**config.mk**
```make
export PLATFORM = sky130hd
export DESIGN_NAME = txbuf_dma_seq
export DESIGN_NICKNAME = d
export VERILOG_FILES = /design/src/rtl/txbuf_dma_seq.sv
export SDC_FILE = /design/constraint.sdc
export NUM_CORES = 1
export LEC_CHECK = 0
export ABC_CLOCK_PERIOD_IN_PS = 6100
export BUFFER_PORTS_ARGS = -buffer_cell sky130_fd_sc_hd__buf_2
export CORE_ASPECT_RATIO = 1.75
export CORE_MARGIN = 2
export CORE_UTILIZATION = 42
export DETAILED_ROUTE_END_ITERATION = 8
export PLACE_DENSITY = 0.68
export SKIP_CTS_REPAIR_TIMING = 1
export SLEW_MARGIN = 15
export SYNTH_ARGS = -nofsm -noshare
export SYNTH_HDL_FRONTEND = slang
export SYNTH_SLANG_ARGS = --single-unit
```
**constraint.sdc**
```tcl
create_clock -name wb_clk_i -period 6.1 [get_ports wb_clk_i]
set_input_delay 1.22 -clock wb_clk_i [delete_from_list [all_inputs] [get_ports wb_clk_i]]
set_output_delay 1.22 -clock wb_clk_i [all_outputs]
set_load 0.02 [all_outputs]
```
**src/rtl/txbuf_dma_seq.sv**
```systemverilog
// txbuf_dma_seq: runs one DELQA transmit job through the 1K-word buffer.
// Q-bus words go into the buffer, the buffer goes to Ethernet, then back to Wishbone.
module txbuf_dma_seq #(
   parameter int AW = 10,
   parameter int LW = 11
) (
   input  logic          wb_clk_i,
   input  logic          wb_rst_i,
   input  logic          start_i,
   input  logic [LW-1:0] len_i,
   input  logic          abort_i,
   output logic          qdma_req_o,
   input  logic          qdma_ack_i,
   input  logic [15:0]   qdma_dat_i,
   input  logic          qdma_err_i,
   output logic          dma_stb_o,
   output logic          dma_we_o,
   output logic [AW-1:0] dma_adr_o,
   output logic [15:0]   dma_dat_o,
   output logic [1:0]    adr_mode_o,
   output logic          eth_start_o,
   output logic [LW-1:0] eth_len_o,
   input  logic          eth_done_i,
   output logic          busy_o,
   output logic          done_o,
   output logic          err_o
);

   localparam logic [2:0] S_IDLE    = 3'd0;
   localparam logic [2:0] S_GUARD_D = 3'd1;
   localparam logic [2:0] S_REQ     = 3'd2;
   localparam logic [2:0] S_WRITE   = 3'd3;
   localparam logic [2:0] S_GUARD_E = 3'd4;
   localparam logic [2:0] S_SEND    = 3'd5;
   localparam logic [2:0] S_WAIT    = 3'd6;

   localparam logic [LW-1:0] MAX_LEN = LW'(1 << AW);

   logic [2:0]    state;
   logic [2:0]    state_nxt;
   logic [1:0]    mode_nxt;
   logic [LW-1:0] cnt;
   logic          done_nxt;
   logic          err_set;
   logic          start_ok;
   logic          cap;

   assign qdma_req_o = (state == S_REQ);

   // Abort overrides every other event, including a word acked this cycle.
   always_comb begin
      state_nxt = state;
      done_nxt  = 1'b0;
      err_set   = 1'b0;
      start_ok  = 1'b0;
      cap       = 1'b0;
      if (state != S_IDLE && abort_i) begin
         state_nxt = S_IDLE;
         done_nxt  = 1'b1;
         err_set   = 1'b1;
      end else begin
         case (state)
            S_IDLE: begin
               if (start_i) begin
                  if (len_i != '0 && len_i <= MAX_LEN) begin
                     start_ok  = 1'b1;
                     state_nxt = S_GUARD_D;
                  end else begin
                     done_nxt = 1'b1;
                     err_set  = 1'b1;
                  end
               end
            end
            S_GUARD_D: state_nxt = S_REQ;
            S_REQ: begin
               if (qdma_err_i) begin
                  state_nxt = S_IDLE;
                  done_nxt  = 1'b1;
                  err_set   = 1'b1;
               end else if (qdma_ack_i) begin
                  cap       = 1'b1;
                  state_nxt = S_WRITE;
               end
            end
            S_WRITE:   state_nxt = (cnt == eth_len_o) ? S_GUARD_E : S_REQ;
            S_GUARD_E: state_nxt = S_SEND;
            S_SEND:    state_nxt = S_WAIT;
            S_WAIT: begin
               if (eth_done_i) begin
                  state_nxt = S_IDLE;
                  done_nxt  = 1'b1;
               end
            end
            default:   state_nxt = S_IDLE;
         endcase
      end
   end

   always_comb begin
      mode_nxt = 2'b00;
      case (state_nxt)
         S_GUARD_D, S_REQ, S_WRITE: mode_nxt = 2'b01;
         S_GUARD_E, S_SEND, S_WAIT: mode_nxt = 2'b10;
         default:                   mode_nxt = 2'b00;
      endcase
   end

   // Outputs are registered from the next state so they line up with it.
   always_ff @(posedge wb_clk_i) begin
      if (wb_rst_i) begin
         state       <= S_IDLE;
         cnt         <= '0;
         busy_o      <= 1'b0;
         done_o      <= 1'b0;
         err_o       <= 1'b0;
         adr_mode_o  <= 2'b00;
         dma_stb_o   <= 1'b0;
         dma_we_o    <= 1'b0;
         dma_adr_o   <= '0;
         dma_dat_o   <= '0;
         eth_start_o <= 1'b0;
         eth_len_o   <= '0;
      end else begin
         state       <= state_nxt;
         busy_o      <= (state_nxt != S_IDLE);
         done_o      <= done_nxt;
         adr_mode_o  <= mode_nxt;
         dma_stb_o   <= (state_nxt == S_WRITE);
         dma_we_o    <= (state_nxt == S_WRITE);
         eth_start_o <= (state_nxt == S_SEND);
         if (start_ok) begin
            eth_len_o <= len_i;
            cnt       <= '0;
            err_o     <= 1'b0;
         end
         if (err_set)
            err_o <= 1'b1;
         if (cap) begin
            dma_dat_o <= qdma_dat_i;
            dma_adr_o <= cnt[AW-1:0];
            cnt       <= cnt + LW'(1);
         end
      end
   end

endmodule
```
# Word-level counts from Yosys, hierarchy flattened
# Cells that the tools add are included.
[word_totals] latchBits=0 memories=0 elab_cells=65 mem_bits_rw=0 inputBits=34 rom_bits=0 output_inout_bits=46 register_bits=58
[classes] muxes=29 n_bitwise=0 add_sub_neg=1 shifts=0 magnitude_cmp=1 n_div=0 multipliers=0 eq_ne=13 reduce_logical=10
[ops] operator="2-to-1 mux 11 bit" count=2
[ops] operator="2-to-1 mux 3 bit" count=7
[ops] operator="case mux 3 bit (7 select lines)" count=1
[ops] operator="equality test 3 bit (second input constant)" count=6
[ops] operator="2-to-1 mux 1 bit" count=16
[ops] operator="equality test 3 x 2 -> 1 bit (second input constant)" count=4
[ops] operator="adder 11 x 1 -> 11 bit (second input constant)" count=1
[ops] operator="equality test 11 bit" count=1
[ops] operator="less-or-equal comparator 11 bit (second input constant)" count=1
[ops] operator="nonzero test 11 bit" count=1
[ops] operator="equality test 3 x 1 -> 1 bit (second input constant)" count=2
[ops] operator="nonzero test 3 bit" count=2
[ops] operator="OR reduction 3 bit" count=2
[ops] operator="case mux 2 bit (2 select lines)" count=1
[ops] operator="nonzero test 2 bit" count=2
[ops] operator="zero test 3 bit" count=1
[ops] operator="case mux 1 bit (3 select lines)" count=1
[ops] operator="logical AND 1 bit" count=2
[ops] operator="case mux 1 bit (2 select lines)" count=1

# Logic depth before layout (Yosys ltp)
# Gate-level depths: netlist of run 1.
[depth] depth_word=9 ltp_mapped=9

# Worst setup path after synthesis of run 1
# OpenSTA, ideal clock, no wires.
[synth_path] kind="input-to-reg" start="input port len_i[7]" end="register cnt[9]" arrival_ps=2691 setup_slack_ps=3339 path_buffers=0 path_stages=6 setup_time_ps=70 path_cell_list="nor4_2 -> a31o_2 -> a31oi_4 -> a21o_1 -> or4_1 -> a21oi_1"
[synth_between] elab_chain_len=7
[synth_rtl] item="start, declared" line="10" text="input logic [LW-1:0] len_i,"
[synth_rtl] item="less-or-equal comparator 11 bit / nonzero test 11 bit (equally long branches)" line="65" text="if (len_i != '0 && len_i <= MAX_LEN) begin"
[synth_rtl] item="logical AND 1 bit *" line="65"
[synth_rtl] item="2-to-1 mux 1 bit *" line="65"
[synth_rtl] item="2-to-1 mux 1 bit *" line="64" text="if (start_i) begin"
[synth_rtl] item="2-to-1 mux 1 bit *" line="62" text="case (state)"
[synth_rtl] item="2-to-1 mux 1 bit *" line="57" text="if (state != S_IDLE && abort_i) begin"
[synth_rtl] item="nonzero test 2 bit (no source line) *"
[synth_rtl] item="end signal, assigned" line="141" text="cnt <= cnt + LW'(1);"
[synth_rtl] item="end, declared" line="42" text="logic [LW-1:0] cnt;"
# Every way passes the cells marked *; elsewhere a longest branch is shown, timed or not.
# A chain may end at the register's enable or synchronous reset.

# Worst setup path after layout of run 1
# Ends and elaborated chain as after synthesis.

==> metrics, run 1 <==
status=finished, final reports clean; worst hold-check path type=flop to flop; Final #Nets=406; LEAKAGE=1.33 nW; Least-Margin Pin Slew=between 1000 and 1500 ps; #FFs+latches synth=between 50 and 60; Layout area overhead=24.5%; Initial Util=43.1%; area of the core=about 0.006 mm²; top area cells in the synthesized netlist=dfxtp_1, nand2_1, a21oi_1; initial antenna violation count=0; Die H=roughly 110 µm; Ys Warns=0; placed cell areas=0.00291 mm²; RR Startpoint=state[2]; Synth Area per Inst=~8.4 µm²; PD cells=around 270 mW/mm²; vias=about 2300; routed len/inst=between 10 and 15 µm; Clk Latency, worst-skew pair=approximately 330 ps; die area=0.00664 mm²; IO Pins=80; gpl congestion=roughly 0.8; synth unique cells=42; antenna-violating nets left=0; Post-Syn Area=0.00251 mm²; hpwl dp=between 3000 and 4000 µm; Top FF cell, synth=dfxtp_1; Hold WS=around 450 ps; CP Data Arrival Time=approximately 3300 ps; sum of negative setup slack=0 ps; CTS tree=yes; # DRC=0; row count=37; most frequent cells in the layout=buf_2, nand2_1, dfxtp_1, a21oi_1, nor2_1; vias per inst=5.11; total track usage=between 10% and 20%; number of flops mapped to enable cells by yosys=0; Placed Cells=roughly 440; first-pass GRT wire length=approximately 9500 µm; final WL=approximately 5700 µm; 1st-pass router iterations=4; Clock transition at path regs=about 60 ps; Setup crit start=len_i[7]; Mapped Cells=299; I/O Buffers=slightly below 80; layout cells sized above 1=approximately 28%; RSZ-0062 raised after global routing=no; CTS sink cnt=58; FILL cells=605; Max Fclk=approximately 0.32 GHz; fin crit period=3090 ps; Antenna diodes=0; reg2reg setup slack=3670 ps; Max Slew Vio Count=0; Synth top area share=around 46%; Peak VDD IR=0.169 mV; Tot Pwr=0.843 mW; Worst setup endpoint=cnt[9]; largest net degree at the start of global routing=60; drt initial violations=just under 90; Worst Path Required=between 6000 and 7000 ps; Fin. Hold Viols=0; total gr overflow=0; Syn Nets=334; post-synth top area cell=dfxtp_1; Tcrit/Tclk final=approximately half; vias in the first global route=2136; Max Cap Viol=0; Cell Count, Final, Fillers Out=between 400 and 500; sequential fraction of the synthesis area=46.2%; Worst setup SP type=primary input; Setup CP Type=primary input to flop; critical-path maximum fanout=41; max_slew headroom=between 20% and 30%; Async SR Flop Fraction=0%; H-Tree Depth=3; Final Cell Area=~0.0031 mm²; endpoints failing setup=0; DIE WIDTH=roughly 62 µm; FF-to-FF End=cnt[10]; clk_skew=around 6.9 ps; TritonCTS buffer count=9; CTS root buffer=clkbuf_8; commonest non-fill, non-tap cell in the layout=buf_2; Worst Reg-to-Reg Cells=6; crit end category=flop; clock buffer depth=2
Yosys cell counts, types with 3 or more instances:
library cell   n
a31oi_1        3
nor3_1         7
o21ai_0       10
buf_4          4
and2_1         6
a21o_1         3
inv_1          4
clkbuf_1      10
nand4_1        5
xnor2_1       11
nand3_1       12
and3_1         3
a21oi_1       39
nor2b_1        4
mux2i_1       10
buf_2          3
nand2_1       60
dfxtp_1       58
nor2_1        17
kinds of logic after synthesis:
family / Yosys count / share of synthesized area (%)
and+or+nand+nor: 131 / 25.2
AOI/OAI and AO/OA: 64 / 14.8
DFF: 58 / 46.2
buffers and inverters: 23 / 4.78
xor gates and xnor gates: 11 / 3.84
muxes: 11 / 4.58
adders and majority gates: 1 / 0.498
cell type report:
cell class	count	area, µm²	share of cell area, %
Clock inverter	5	77.6	2.48
Timing Repair Buffer	80	403	12.9
Clock buffer	11	141	4.52
Multi-Input combinational cell	218	1230	39.4
Inverter	4	15.0	0.480
Sequential cell	58	1160	37.1
Tap cell	78	97.6	3.12
report_power, final:
part | leakage (nW) | internal, mW | switching [mW] | total (mW)
Clock | 0.109 | 0.240 | 0.147 | 0.387
Combinational | 0.751 | 0.0258 | 0.0390 | 0.0649
Sequential | 0.469 | 0.386 | 0.00575 | 0.392
Total | 1.33 | 0.652 | 0.192 | 0.843
routing by layer:
metal | routed length [µm] | up-vias | global-route usage (%)
met4 | 123 | 0 | 8.57
met1 | 2370 | 1076 | 19.6
met2 | 2940 | 63 | 32.6
met5 | 0 | - | 0
met3 | 292 | 9 | 4.66
li1 | - | 1171 | -
worst min-delay path by stage:
| stage | startpoint | end | slack [ps] | depth (start not counted) |
|---|---|---|---|---|
| floorplan | cnt[9] | dma_adr_o[9] | 470 | 2 |
| global placement | dma_dat_o[13] | dma_dat_o[13] | 440 | 2 |
| detailed placement | dma_dat_o[13] | dma_dat_o[13] | 440 | 2 |
| global route | dma_dat_o[4] | dma_dat_o[4] | 480 | 2 |
| finish | dma_dat_o[5] | dma_dat_o[5] | 450 | 2 |
| CTS | dma_dat_o[13] | dma_dat_o[13] | 450 | 2 |
through the flow:
stage	worst slack, ps	utilization [%]
final	3010	53.6
after global routing	2770	53.6
after CTS	2940	53.6
after detailed placement	2600	49.8
after global placement	2280	49.8
after floorplan	3340	-
critical path, stage by stage:
cell,delay [ps]
buf_2,110
nor4_2,380
nand4_1,250
a31oi_4,320
a21o_2,610
o311ai_0,250
a21oi_1,180
sequential cells by signal, indices dropped and copies added (netlist names), 2 cells and up:
| register | flops |
|---|---|
| dma_dat_o | 16 |
| cnt | 11 |
| eth_len_o | 11 |
| dma_adr_o | 10 |
| state | 3 |
| adr_mode_o | 2 |
Note: power is estimated with default switching activity, not from simulation.
==> inputs of run 2 (changes only) <==
--- a/config.mk
+++ b/config.mk
@@ -5,7 +5,7 @@
 export SDC_FILE = /design/constraint.sdc
 export NUM_CORES = 1
 export LEC_CHECK = 0
-export ABC_CLOCK_PERIOD_IN_PS = 6100
+export ABC_CLOCK_PERIOD_IN_PS = 3000
 export BUFFER_PORTS_ARGS = -buffer_cell sky130_fd_sc_hd__buf_2
 export CORE_ASPECT_RATIO = 1.75
 export CORE_MARGIN = 2
==> constraint.sdc (replaced) <==
create_clock -name wb_clk_i -period 3 [get_ports wb_clk_i]
set_input_delay 0.6 -clock wb_clk_i [delete_from_list [all_inputs] [get_ports wb_clk_i]]
set_output_delay 0.6 -clock wb_clk_i [all_outputs]
set_load 0.02 [all_outputs]
==> metrics, run 2 (same netlist as run 1, synthesis figures left out) <==
crit end category=flop; initial antenna violation count=0 (unchanged); most frequent cells in the layout=buf_2, nand2_1, dfxtp_1, a21oi_1, nor2_1; LEAKAGE=1.34 nW (+0.49%); sum of negative setup slack=0 ps (unchanged); fin crit period=around 2200 ps; routed len/inst=12.4 µm (-2.0%); row count=37 (unchanged); CTS root buffer=clkbuf_8; Setup crit start=len_i[7]; CTS sink cnt=58 (unchanged); RSZ-0062 raised after global routing=no; H-Tree Depth=3 (unchanged); critical-path maximum fanout=13 (-68%); worst hold-check path type=flop to flop; clk_skew=9.01 ps (+2.08 ps); drt initial violations=98 (+10%); IO Pins=80 (unchanged); # DRC=0 (unchanged); Worst Path Required=3270 ps (-3080 ps); FILL cells=600 (-0.83%); Die H=106 µm (unchanged); Setup CP Type=primary input to flop; clock buffer depth=2 (unchanged); commonest non-fill, non-tap cell in the layout=buf_2; Peak VDD IR=0.418 mV (+150%); final WL=5670 µm (-0.91%); Max Cap Viol=0 (unchanged); area of the core=0.00583 mm² (unchanged); hold path startpoint=dma_dat_o[3]; CTS tree=yes; 1st-pass router iterations=4 (unchanged); Tcrit/Tclk final=around three quarters; Max Slew Vio Count=0 (unchanged); Clock transition at path regs=60 ps (about the same); Initial Util=43.1% (unchanged); status=finished, final reports clean; vias=2308 (-0.47%); I/O Buffers=79 (unchanged); TritonCTS buffer count=9 (unchanged); placed cell areas=0.00294 mm² (+1.2%); largest register by flop count=dma_dat_o; PD cells=511 mW/mm² (+89%); Antenna diodes=0 (unchanged); Clk Latency, worst-skew pair=340 ps (about the same); Final #Nets=411 (+1.2%); hpwl dp=4030 µm (+1.6%); antenna-violating nets left=0 (unchanged); Worst setup SP type=primary input; CP Data Arrival Time=2510 ps (-830 ps); Least-Margin Pin Slew=445 ps (-630 ps); Final Cell Area=0.00313 mm² (+0.24%); Fin. Hold Viols=0 (unchanged); max_slew headroom=70.2% (+42 points); vias in the first global route=2120 (-0.75%); Layout area overhead=24.8%; layout cells sized above 1=28.9% (+0.95 points); area occupied by multi-input gates=0.00123 mm² (-0.10%); reg2reg setup slack=780 ps (-2890 ps); largest net degree at the start of global routing=37 (-38%); max reg flops=16 (unchanged); die area=0.00664 mm² (unchanged); RR Startpoint=state[2]; gpl congestion=0.787 (+0.27%); storage element area=0.00116 mm² (unchanged); DIE WIDTH=62.5 µm (unchanged); endpoints failing setup=0 (unchanged); largest registers=dma_dat_o: 16 flops, cnt: 11 flops, eth_len_o: 11 flops; total gr overflow=0 (unchanged); Max Fclk=around 0.44 GHz; first-pass GRT wire length=9520 µm (about the same); vias per inst=5.03 (-1.6%); total track usage=18.1% (-0.051 points)
run 2: stage by stage:
stage          utilization, %  hold slack [ps]  setup WS (ps)  total power [mW]  instances
6_report                 53.7              450            752              1.60        459
5_1_grt                  53.7              469            532              1.67        459
4_1_cts                  53.7              452            729              1.62        459
3_5_place_dp             50.5              443            370             0.950        443
3_3_place_gp             50.5              438            446             0.947        443
2_1_floorplan               -              475            859             0.896        299
run 2: critical path, stage by stage:
cell and delay [ps]:
buf_2 110, nor4_2 390, a31o_2 280, a31oi_4 130
a21o_1 310, or4_1 540, a21oi_1 160
run 2: per-layer routing:
metal | vias to the layer above | share of wire [%] | track usage (%)
met5 | - | 0 | 0
met1 | 1050 | 42 | 20.3
li1 | 1183 | - | -
met2 | 63 | 50 | 30.4
met3 | 12 | 5.2 | 4.97
met4 | 0 | 2.6 | 10.5
run 2: final timing paths:
| kind | end | cells after the start |
|---|---|---|
| worst max register to register | cnt[9] | 6 |
| worst min-delay path | dma_dat_o[3] | 2 |
| worst max-delay path | cnt[9] | 7 |
| worst min register to register | dma_dat_o[3] | 2 |
run 2: area by class of cell:
class	count	area share (%)
multi-input cells	218	39.2
flip-flops and latches	58	37.0
repair buffers	85	14.1
clock buffers	12	5.27
well taps	78	3.11
clock inverters	4	0.798
inverters	4	0.479
run 2: report_power, final:
part / total (mW) / switching (mW) / leakage, nW / internal, mW
sequential: 0.796 / 0.0112 / 0.469 / 0.785
combinational: 0.134 / 0.0799 / 0.772 / 0.0545
clock: 0.670 / 0.307 / 0.0944 / 0.364
total: 1.60 / 0.398 / 1.34 / 1.20
